### src/rtl/pmsm_enc_pkg.sv
// Shared types and helpers for the quadrature encoder receiver.
package pmsm_enc_pkg;

    // Gray-coded {A,B} levels, forward order 00 -> 01 -> 11 -> 10 -> 00
    typedef enum logic [1:0] {
        AB_00 = 2'b00,
        AB_01 = 2'b01,
        AB_11 = 2'b11,
        AB_10 = 2'b10
    } ab_state_t;

    typedef enum logic [1:0] {
        STEP_NONE = 2'd0,
        STEP_FWD  = 2'd1,
        STEP_REV  = 2'd2,
        STEP_ILL  = 2'd3
    } step_t;

    localparam logic DIR_FWD = 1'b1;
    localparam logic DIR_REV = 1'b0;

    localparam logic signed [15:0] SPEED_MAX = 16'sh7FFF;
    localparam logic signed [15:0] SPEED_MIN = 16'sh8000;

    // Wide enough for FILT_LEN up to 15
    localparam int FILT_CNT_W = 4;

    function automatic ab_state_t ab_fwd_of(ab_state_t s);
        ab_state_t n;
        case (s)
            AB_00:   n = AB_01;
            AB_01:   n = AB_11;
            AB_11:   n = AB_10;
            default: n = AB_00;
        endcase
        return n;
    endfunction

    function automatic step_t dec_step(ab_state_t prev, ab_state_t curr);
        step_t s;
        if (prev == curr)
            s = STEP_NONE;
        else if ((prev ^ curr) == 2'b11)
            s = STEP_ILL;
        else if (curr == ab_fwd_of(prev))
            s = STEP_FWD;
        else
            s = STEP_REV;
        return s;
    endfunction

    function automatic logic signed [15:0] sat_speed(logic signed [16:0] v);
        if (v[16] != v[15])
            return v[16] ? SPEED_MIN : SPEED_MAX;
        return v[15:0];
    endfunction

endpackage

### src/rtl/pmsm_quad_encoder_rx_enc_input_filter.sv
// Two-flop synchroniser followed by a stability filter for one encoder pin.
// After reset the filter spends three cycles tracking the synchronised level
// directly, so the pin level at release never shows up as an edge.
module enc_input_filter
    import pmsm_enc_pkg::*;
#(
    parameter int FILT_LEN = 3
) (
    input  logic clk,
    input  logic rst_n,
    input  logic i_din,
    output logic o_dout,
    output logic o_ready
);

    localparam logic [FILT_CNT_W-1:0] FILT_LAST = FILT_CNT_W'(FILT_LEN - 1);

    logic [1:0]            r_sync;
    logic [1:0]            r_prime;
    logic [FILT_CNT_W-1:0] r_cnt;
    logic                  r_filt;
    logic                  w_ready;
    logic                  w_disagree;

    assign w_ready    = (r_prime == 2'd3);
    assign w_disagree = r_sync[1] ^ r_filt;

    // Metastability synchroniser
    always_ff @(posedge clk or negedge rst_n) begin
        if (!rst_n)
            r_sync <= 2'b00;
        else
            r_sync <= {r_sync[0], i_din};
    end

    // Accept a new level only after FILT_LEN consecutive disagreeing cycles
    always_ff @(posedge clk or negedge rst_n) begin
        if (!rst_n) begin
            r_prime <= 2'd0;
            r_cnt   <= '0;
            r_filt  <= 1'b0;
        end else if (!w_ready) begin
            r_prime <= r_prime + 2'd1;
            r_cnt   <= '0;
            r_filt  <= r_sync[1];
        end else if (w_disagree) begin
            if (r_cnt == FILT_LAST) begin
                r_cnt  <= '0;
                r_filt <= r_sync[1];
            end else begin
                r_cnt <= r_cnt + FILT_CNT_W'(1);
            end
        end else begin
            r_cnt <= '0;
        end
    end

    assign o_dout  = r_filt;
    assign o_ready = w_ready;

endmodule

### src/rtl/pmsm_quad_encoder_rx.sv
// Quadrature encoder receiver: x4 decode, wrapped position, index reset,
// direction, illegal-transition tracking and windowed speed.
//
// AB state | meaning
// ---------+-------------------------------
// AB_00    | A low,  B low
// AB_01    | A low,  B high (one step fwd of 00)
// AB_11    | A high, B high
// AB_10    | A high, B low  (one step rev of 00)
module pmsm_quad_encoder_rx
    import pmsm_enc_pkg::*;
#(
    parameter int POS_MAX      = 4095,
    parameter int FILT_LEN     = 3,
    parameter int SPEED_WINDOW = 2000,
    parameter int ERR_CNT_W    = 8
) (
    input  logic                 clk,
    input  logic                 rst_n,
    input  logic                 i_enc_a,
    input  logic                 i_enc_b,
    input  logic                 i_enc_z,
    input  logic                 i_index_en,
    output logic [15:0]          o_position,
    output logic                 o_direction,
    output logic [15:0]          o_speed,
    output logic                 o_speed_valid,
    output logic                 o_index_seen,
    output logic                 o_err_illegal,
    output logic [ERR_CNT_W-1:0] o_err_count
);

    localparam logic [15:0] POS_LAST = 16'(POS_MAX);
    localparam int          WIN_W    = (SPEED_WINDOW > 2) ? $clog2(SPEED_WINDOW) : 1;
    localparam logic [WIN_W-1:0] WIN_LAST = WIN_W'(SPEED_WINDOW - 1);

    logic w_a, w_b, w_z;
    logic w_rdy_a, w_rdy_b, w_rdy_z;

    enc_input_filter #(.FILT_LEN(FILT_LEN)) u_filt_a (
        .clk(clk), .rst_n(rst_n), .i_din(i_enc_a), .o_dout(w_a), .o_ready(w_rdy_a));
    enc_input_filter #(.FILT_LEN(FILT_LEN)) u_filt_b (
        .clk(clk), .rst_n(rst_n), .i_din(i_enc_b), .o_dout(w_b), .o_ready(w_rdy_b));
    enc_input_filter #(.FILT_LEN(FILT_LEN)) u_filt_z (
        .clk(clk), .rst_n(rst_n), .i_din(i_enc_z), .o_dout(w_z), .o_ready(w_rdy_z));

    // r_ab_samp / r_z_samp register the filtered pins; the decoder compares
    // them against the previous accepted state one cycle later.
    ab_state_t r_ab_samp, r_ab_state, w_ab_next;
    logic      r_z_samp, r_z_prev, r_armed;
    step_t     w_step;
    logic      w_z_rise;

    // State register for the Gray decoder and index edge detector
    always_ff @(posedge clk or negedge rst_n) begin
        if (!rst_n) begin
            r_ab_samp  <= AB_00;
            r_ab_state <= AB_00;
            r_z_samp   <= 1'b0;
            r_z_prev   <= 1'b0;
            r_armed    <= 1'b0;
        end else begin
            r_ab_samp  <= ab_state_t'({w_a, w_b});
            r_ab_state <= w_ab_next;
            r_z_samp   <= w_z;
            r_z_prev   <= r_armed ? r_z_samp : w_z;
            r_armed    <= w_rdy_a & w_rdy_b & w_rdy_z;
        end
    end

    // Next state: follow the sampled AB; until armed, preload from the filters
    always_comb begin
        w_ab_next = r_ab_samp;
        if (!r_armed)
            w_ab_next = ab_state_t'({w_a, w_b});
    end

    // Decoder outputs: step classification and index rising edge
    always_comb begin
        w_step   = STEP_NONE;
        w_z_rise = 1'b0;
        if (r_armed) begin
            w_step   = dec_step(r_ab_state, r_ab_samp);
            w_z_rise = r_z_samp & ~r_z_prev;
        end
    end

    logic [15:0]          r_position;
    logic                 r_direction;
    logic                 r_index_seen;
    logic                 r_err_illegal;
    logic [ERR_CNT_W-1:0] r_err_count;

    // Position, direction, index and illegal-transition bookkeeping
    always_ff @(posedge clk or negedge rst_n) begin
        if (!rst_n) begin
            r_position    <= 16'd0;
            r_direction   <= DIR_FWD;
            r_index_seen  <= 1'b0;
            r_err_illegal <= 1'b0;
            r_err_count   <= '0;
        end else begin
            r_err_illegal <= (w_step == STEP_ILL);
            if (w_step == STEP_ILL && r_err_count != '1)
                r_err_count <= r_err_count + ERR_CNT_W'(1);
            if (w_step == STEP_FWD)
                r_direction <= DIR_FWD;
            else if (w_step == STEP_REV)
                r_direction <= DIR_REV;
            if (w_z_rise)
                r_index_seen <= 1'b1;
            // Index takes priority over a coincident count step
            if (w_z_rise && i_index_en)
                r_position <= 16'd0;
            else if (w_step == STEP_FWD)
                r_position <= (r_position == POS_LAST) ? 16'd0 : r_position + 16'd1;
            else if (w_step == STEP_REV)
                r_position <= (r_position == 16'd0) ? POS_LAST : r_position - 16'd1;
        end
    end

    logic signed [16:0] r_acc, w_acc_next;
    logic [WIN_W-1:0]   r_win;
    logic signed [15:0] r_speed;
    logic               r_speed_valid;

    // Net step count including this cycle's step
    always_comb begin
        w_acc_next = r_acc;
        if (w_step == STEP_FWD)
            w_acc_next = r_acc + 17'sd1;
        else if (w_step == STEP_REV)
            w_acc_next = r_acc - 17'sd1;
    end

    // Speed window: publish and clear the accumulator at the window end
    always_ff @(posedge clk or negedge rst_n) begin
        if (!rst_n) begin
            r_acc         <= '0;
            r_win         <= '0;
            r_speed       <= '0;
            r_speed_valid <= 1'b0;
        end else if (r_win == WIN_LAST) begin
            r_acc         <= '0;
            r_win         <= '0;
            r_speed       <= sat_speed(w_acc_next);
            r_speed_valid <= 1'b1;
        end else begin
            r_acc         <= w_acc_next;
            r_win         <= r_win + WIN_W'(1);
            r_speed_valid <= 1'b0;
        end
    end

    assign o_position    = r_position;
    assign o_direction   = r_direction;
    assign o_speed       = r_speed;
    assign o_speed_valid = r_speed_valid;
    assign o_index_seen  = r_index_seen;
    assign o_err_illegal = r_err_illegal;
    assign o_err_count   = r_err_count;

endmodule

### config.mk
export PLATFORM = sky130hd
export DESIGN_NAME = pmsm_quad_encoder_rx
export DESIGN_NICKNAME = d
export VERILOG_FILES = /design/src/rtl/pmsm_enc_pkg.sv /design/src/rtl/pmsm_quad_encoder_rx_enc_input_filter.sv /design/src/rtl/pmsm_quad_encoder_rx.sv
export SDC_FILE = /design/constraint.sdc
export NUM_CORES = 1
export LEC_CHECK = 0
export ABC_AREA = 1
export CELL_PAD_IN_SITES_DETAIL_PLACEMENT = 1
export CELL_PAD_IN_SITES_GLOBAL_PLACEMENT = 1
export CORE_ASPECT_RATIO = 1.25
export CORE_MARGIN = 10
export CORE_UTILIZATION = 47
export CTS_CLUSTER_DIAMETER = 60
export DETAILED_ROUTE_END_ITERATION = 16
export GPL_ROUTABILITY_DRIVEN = 0
export GPL_TIMING_DRIVEN = 0
export HOLD_SLACK_MARGIN = 0.08
export MAX_ROUTING_LAYER = met4
export PLACE_DENSITY = 0.82
export SLEW_MARGIN = 40
export SYNTH_ARGS = -nofsm -noshare
export SYNTH_HDL_FRONTEND = slang
export SYNTH_SLANG_ARGS = --single-unit
### constraint.sdc
create_clock -name clk -period 7.15 [get_ports clk]
set_input_delay 1.0725 -clock clk [delete_from_list [all_inputs] [get_ports clk]]
set_output_delay 1.0725 -clock clk [all_outputs]
set_load 0.05 [all_outputs]
# Word level (Yosys, flattened, before mapping)
# Index checks and enable logic that the tools add are counted.
dict set report totals {
  reg_bits 106
  inputBits 6
  out_inout_bits 44
  elab_cells 125
}
dict set report classes {
  add_sub_neg 12
  n_eq_ne 24
  n_mux 46
  n_bitwise 8
  reduce_logical 9
}
# cell n
set op_table {}
lappend op_table {{$mux 16} 8}
lappend op_table {{$mux 17} 3}
lappend op_table {{$mux 4} 9}
lappend op_table {{$add 17x2->17 const B} 1}
lappend op_table {{$sub 17x2->17 const B} 1}
lappend op_table {{$add 16x1->16 const B} 1}
lappend op_table {{$eq 16x12->1 const B} 1}
lappend op_table {{$logic_not 16->1} 1}
lappend op_table {{$mux 1} 16}
lappend op_table {{$mux 2} 8}
lappend op_table {{$sub 16x1->16 const B} 1}
lappend op_table {{$eq 2x2->1 const B} 7}
lappend op_table {{$add 4x1->4 const B} 3}
lappend op_table {{$eq 4x2->1 const B} 3}
lappend op_table {{$ne 2x1->1 const B} 6}
lappend op_table {{$add 11x1->11 const B} 1}
lappend op_table {{$eq 11x11->1 const B} 1}
lappend op_table {{$mux 11} 1}
lappend op_table {{$add 8x1->8 const B} 1}
lappend op_table {{$ne 8x8->1 const B} 1}
lappend op_table {{$add 2x1->2 const B} 3}
lappend op_table {{$pmux 2 s3} 1}
lappend op_table {{$reduce_and 2->1} 3}
lappend op_table {{$eq 2x1->1 const B} 2}
lappend op_table {{10 further kinds} 16}

# Logic depth before layout (Yosys ltp)
dict set report depth {
  word_depth 17
  ltp_mapped 23
  ltp_nobuf 22
}

# By module
# A second synthesis with hierarchy kept.
dict set report unflattened {
  hier_cells 792
  hier_area_um2 6045.8
}
# module instances cells_each area_per_inst_um2 seq_area_each_um2
set modules_own_cells {}
lappend modules_own_cells {pmsm_quad_encoder_rx 1 684 4890.9 1978.1}
lappend modules_own_cells {{enc_input_filter (u_filt_b ...)} 2 36 384.1 225.2}
lappend modules_own_cells {{enc_input_filter (u_filt_a)} 1 36 386.6 225.2}

# Least setup slack after synthesis
# Ideal clock, no wire load.
dict set report synth_timing {
  path_kind {register to register}
  start {register r_ab_samp[1]}
  end {register r_speed[2], in the netlist o_speed[2]}
  setup_ns 0.073
  t_arrival_ns 2.923
  required_time_ns 7.077
  path_slack_ns 4.154
  path_stages_with_launch 18
  n_path_buf 2
  period_less_slack_ns 2.996
  cell_sequence {dfrtp_1 > xor2_1 > or2_2 > nand3_1 > ha_1 > inv_2 > buf_2 > nand2_1 > nand2_1 > nor2_2 > nand4_1 > nand2_1 > inv_1 > ha_1 > inv_1 > clkbuf_1 > a21oi_1 > a2bb2oi_2}
}
dict set report synth_via {
  elab_chain_cells 12
  elab_cells_between_ends 18
  cone_classes {6 x eq/ne; 11 x mux; 1 x bitwise}
}
# element line
set synth_lines {}
lappend synth_lines {{start, declared} pmsm_quad_encoder_rx.sv:49} ;# ab_state_t r_ab_samp, r_ab_state, w_ab_next;
lappend synth_lines {{start signal, assigned} pmsm_quad_encoder_rx.sv:63} ;# r_ab_samp <= ab_state_t'({w_a, w_b});
lappend synth_lines {{$eq 2x2->1 or $xor 2x2->2 (tied branches)} {pmsm_enc_pkg.sv:45, pmsm_enc_pkg.sv:43}}
lappend synth_lines {{$mux 2 or $eq 2x2->1 (tied branches)} {pmsm_enc_pkg.sv:45, pmsm_enc_pkg.sv:43}}
lappend synth_lines {{$mux 2} pmsm_enc_pkg.sv:43} ;# else if ((prev ^ curr) == 2'b11)
lappend synth_lines {{$mux 2 *} pmsm_enc_pkg.sv:41} ;# if (prev == curr)
lappend synth_lines {{$mux 2 *} pmsm_quad_encoder_rx.sv:82} ;# if (r_armed) begin
lappend synth_lines {{$eq 2x2->1} pmsm_quad_encoder_rx.sv:132} ;# else if (w_step == STEP_REV)
lappend synth_lines {{$mux 17} pmsm_quad_encoder_rx.sv:132}
lappend synth_lines {{$mux 17 *} pmsm_quad_encoder_rx.sv:130} ;# if (w_step == STEP_FWD)
lappend synth_lines {{$ne 1x1->1} pmsm_enc_pkg.sv:53} ;# if (v[16] != v[15])
lappend synth_lines {{$mux 1} pmsm_enc_pkg.sv:53}
lappend synth_lines {{$mux 1} pmsm_quad_encoder_rx.sv:143} ;# end else if (r_win == WIN_LAST) begin
lappend synth_lines {{$mux 16 *} pmsm_enc_pkg.sv:55} ;# return v[15:0];
lappend synth_lines {{end signal, assigned} pmsm_quad_encoder_rx.sv:146} ;# r_speed <= sat_speed(w_acc_next);
lappend synth_lines {{end, declared} pmsm_quad_encoder_rx.sv:124} ;# logic signed [15:0] r_speed;
# Every way passes the cells marked *; elsewhere a longest branch is shown, timed or not. The select of a mux whose other input is x is not followed.
# A chain may end at the register's enable or synchronous reset.

# Worst setup path after layout
dict set report layout_timing {
  start {register r_ab_state[0]}
  end {register r_speed[3], in the netlist o_speed[3]}
}
dict set report layout_via {
  elab_chain_cells 17
  elab_cells_between_ends 25
  cone_classes {8 x eq/ne; 15 x mux; 1 x bitwise; 1 x reduce/logical}
}
# element line
set layout_lines {}
lappend layout_lines {{start, declared} pmsm_quad_encoder_rx.sv:49}
lappend layout_lines {{start signal, assigned} pmsm_quad_encoder_rx.sv:64} ;# r_ab_state <= w_ab_next;
lappend layout_lines {{$eq 2x2->1 (tied with other cells)} pmsm_enc_pkg.sv:30} ;# case (s)
lappend layout_lines {{$pmux 2 s3} pmsm_enc_pkg.sv:30}
lappend layout_lines {{$mux 2} pmsm_enc_pkg.sv:43}
lappend layout_lines {{$mux 2} pmsm_enc_pkg.sv:41}
lappend layout_lines {{$mux 2} pmsm_quad_encoder_rx.sv:82}
lappend layout_lines {{$eq 2x2->1} pmsm_enc_pkg.sv:45} ;# else if (curr == ab_fwd_of(prev))
lappend layout_lines {{$mux 2} pmsm_enc_pkg.sv:45}
lappend layout_lines {{$mux 2} pmsm_enc_pkg.sv:43}
lappend layout_lines {{$mux 2 *} pmsm_enc_pkg.sv:41}
lappend layout_lines {{$mux 2 *} pmsm_quad_encoder_rx.sv:82}
lappend layout_lines {{$eq 2x2->1} pmsm_quad_encoder_rx.sv:132}
lappend layout_lines {{$mux 17} pmsm_quad_encoder_rx.sv:132}
lappend layout_lines {{$mux 17 *} pmsm_quad_encoder_rx.sv:130}
lappend layout_lines {{$ne 1x1->1} pmsm_enc_pkg.sv:53}
lappend layout_lines {{$mux 1} pmsm_enc_pkg.sv:53}
lappend layout_lines {{$mux 1} pmsm_quad_encoder_rx.sv:143}
lappend layout_lines {{$mux 16 *} pmsm_enc_pkg.sv:55}
# Marked as above.

==> impl_metrics.tcl <==
set metrics [dict create \
    status "finished clean" \
    critical_path_class "reg2reg" \
    mappedNetlistNets 793 \
    power.leakage_nw 3.491 \
    setup_tns_ps 0 \
    worstSetupEndpointType "flip-flop" \
    grt_pass1_vias 6037 \
    htree_levels 3 \
    ios 50 \
    period_minus_slack_ps 3799 \
    met3_usage 0.03029 \
    ys_seq_area_frac 0.4376 \
    wirelength_um 17290 \
    grt_max_degree 59 \
    reg2regPathDepth 18 \
    flow.area_growth_from_synthesis_pct 17.17 \
    nNetsFinal 854 \
    yosysUniqueCellTypes 46 \
    cts_hold_buf 0 \
    synth_common_cells "nand2_1, dfrtp_1, nor2_1, inv_1, nand3_1" \
    initial_core_util 0.4790 \
    cts_root_buf "clkbuf_16" \
    drt_first_iter_violations 228 \
    routed_via_density 5.305 \
    maxSlewHeadroom 0.5800 \
    cts.sinks 106 \
    synth_warnings 0 \
    grt_pass1_wl_um 29390 \
    slowest_delay_ps 440 \
    r2r_end "o_speed[3]" \
    rsz0062_at_grt "false" \
    clock_latency_ps 360 \
    drive_above_1_share 0.09844 \
    antenna_found_initial 0 \
    worstSetupStartpointType "flip-flop" \
    ys_ff_latch 106 \
    syn_area_per_cell_um2 7.907 \
    timing_hold_violations_final 0 \
    cp.arrival_ps 4080 \
    synth_flop_cell "dfrtp_1" \
    r2r_slack_ps 3350 \
    gr-total-overflow 0 \
    finalSetupViolations 0 \
    via_count 5310 \
    dr.pass1.iters 5 \
    synth.largest_area_cell "dfrtp_1" \
    worst_path_max_delay_cell "clkbuf_1" \
    yosysTopAreaCellShare 0.4333 \
    n_antenna_cell 0 \
    final_antenna_net_count 0 \
    synth_area_mm2 0.006065 \
    max_cap_viol_count 0 \
    final.setup_skew_ps 9.851 \
    r2r-start "r_ab_state[0]" \
    hpwl_um 12910 \
    yosysMostFrequentCell "nand2_1" \
    cts_tree "done" \
    holdCritPathClass "reg2reg" \
    track_usage 0.2058 \
    maxSlewViolCount 0 \
    holdWs_ps 353.7 \
    crit_buf_inv 6 \
    powerDensity_mw_per_mm2 540.6 \
    max-vdd-ir-drop_mv 0.2555 \
    syn_inst 767 \
    wl_per_cell_um 17.27 \
    synth-edff-count 0 \
    clock.fmax_ghz 0.2633 \
    die_area_mm2 0.01788 \
    synth_area_leaders "dfrtp_1, nand2_1, nand3_1" \
    cts_setup_buffers 0 \
    endpoint "o_speed[3]" \
    cp.depth 18 \
    die_y_um 147 \
    fin_util 0.5612 \
    rows 46 \
    clkSlewWorstSetupHoldPaths_ps 80 \
    critPathTopFamily "buffers and inverters" \
    core-area_mm2 0.01266 \
    use_met1 0.2224 \
    io_buffers 49 \
    busiest_layer "met2" \
    startpoint "r_ab_state[0]" \
    cts_resized 0 \
    worst_slew_pin_slew_ps 624.2 \
    grt_use_met2 0.3766 \
    crit_chain "xnor2_1 -> inv_1 -> or2_2 -> nand3_1 -> ha_1 -> inv_2 -> buf_2 -> nand2_1 -> nand2_1 -> nor2_2 -> nand4_1 -> nand2_1 -> inv_1 -> ha_1 -> inv_1 -> clkbuf_1 -> a21oi_1 -> a21boi_2" \
    cts_buffer_depth 2 \
    fin_crit_sh 0.5313 \
    crit_fanout 10 \
    cts_buffers 9 \
    async_flop_share 1.000 \
    die_w_um 121.6 \
    cp.required_ps 7430 \
    drc_errors 0 \
]
## worst min path at each step
stage,startpoint,end,cells after the start
final,u_filt_b.r_sync[0],u_filt_b.r_sync[1],0
after global routing,u_filt_a.r_sync[0],u_filt_a.r_sync[1],0
after floorplan,u_filt_a.r_sync[0],u_filt_a.r_sync[1],0
after global placement,u_filt_b.r_sync[0],u_filt_b.r_sync[1],0
after detailed placement,u_filt_b.r_sync[0],u_filt_b.r_sync[1],0
after CTS,u_filt_b.r_sync[0],u_filt_b.r_sync[1],0
## flip-flops by register name, indices dropped and copies added, names as in the netlist, 2 cells and up
name              cells
u_filt_b.r_sync       2
r_win                11
u_filt_z.r_sync       2
r_ab_samp             2
u_filt_b.r_prime      2
u_filt_a.r_prime      2
u_filt_a.r_sync       2
o_err_count           8
u_filt_b.r_cnt        4
o_speed              16
u_filt_z.r_cnt        4
u_filt_a.r_cnt        4
r_ab_state            2
o_position           16
r_acc                17
u_filt_z.r_prime      2
## layout make-up
type,count,area [um^2]
multi-input combinational,557,2958
buffer,23,148.9
inverter,81,304.0
timing repair buffer,50,523.0
clock inverter,7,82.58
sequential,106,2654
fill,1578,5557
tap,168,210.2
clock buffer,9,225.2
## cell usage in the layout (no fill, tap or decap), types with 6 or more instances in the layout
master / netlist / final
inv_1: 75 / 75
nand3_1: 64 / 64
nor2_1: 79 / 79
nand4_1: 13 / 13
ha_1: 20 / 20
xor2_1: 23 / 23
or2_2: 7 / 7
nor2_2: 8 / 8
o21ai_0: 26 / 26
dfrtp_1: 105 / 105
buf_2: 13 / 13
nand2_2: 6 / 6
clkbuf_16: 0 / 9
clkdlybuf4s50_1: 0 / 48
inv_2: 6 / 6
xnor2_1: 13 / 13
nand3b_1: 6 / 6
nand2_1: 207 / 207
o21ai_1: 14 / 14
nor3_1: 8 / 8
a21oi_1: 25 / 25
## layer usage
metal	vias to the layer above	wire length, um	share of wire
met4	0	315	0.018
met5	-	0	0
met2	66	9504	0.55
met3	29	392	0.023
li1	2583	-	-
met1	2632	7074	0.41
## cell families (layout without fill, tap and decap cells)
group | Yosys count | in the layout | synth area share
simple gates | 413 | 413 | 0.3056
flops | 106 | 106 | 0.4376
buf+inv | 104 | 170 | 0.07468
compound gates | 83 | 83 | 0.07984
xor+xnor | 36 | 36 | 0.05199
fa+ha+maj | 20 | 20 | 0.04126
mux | 5 | 5 | 0.009077
## power breakdown
part	total (mW)	internal, mW	switching (mW)	leakage, nW
Combinational	2.37	0.755	1.61	2.02
Sequential	0.957	0.773	0.184	1.32
Clock	0.517	0.251	0.266	0.151
## per-stage QoR
| stage | cells | total power [mW] | setup WS [ps] | instance area (um^2) |
|---|---|---|---|---|
| floorplan | 767 | 2.607 | 4154 | 6065 |
| global placement | 984 | 3.199 | 883.9 | 6765 |
| detailed placement | 985 | 3.310 | 3345 | 6798 |
| CTS | 1001 | 3.866 | 3326 | 7106 |
| global route | 1001 | 4.163 | 2985 | 7106 |
| finish | 1001 | 3.841 | 3351 | 7106 |
(Power assumes the default switching activity.)
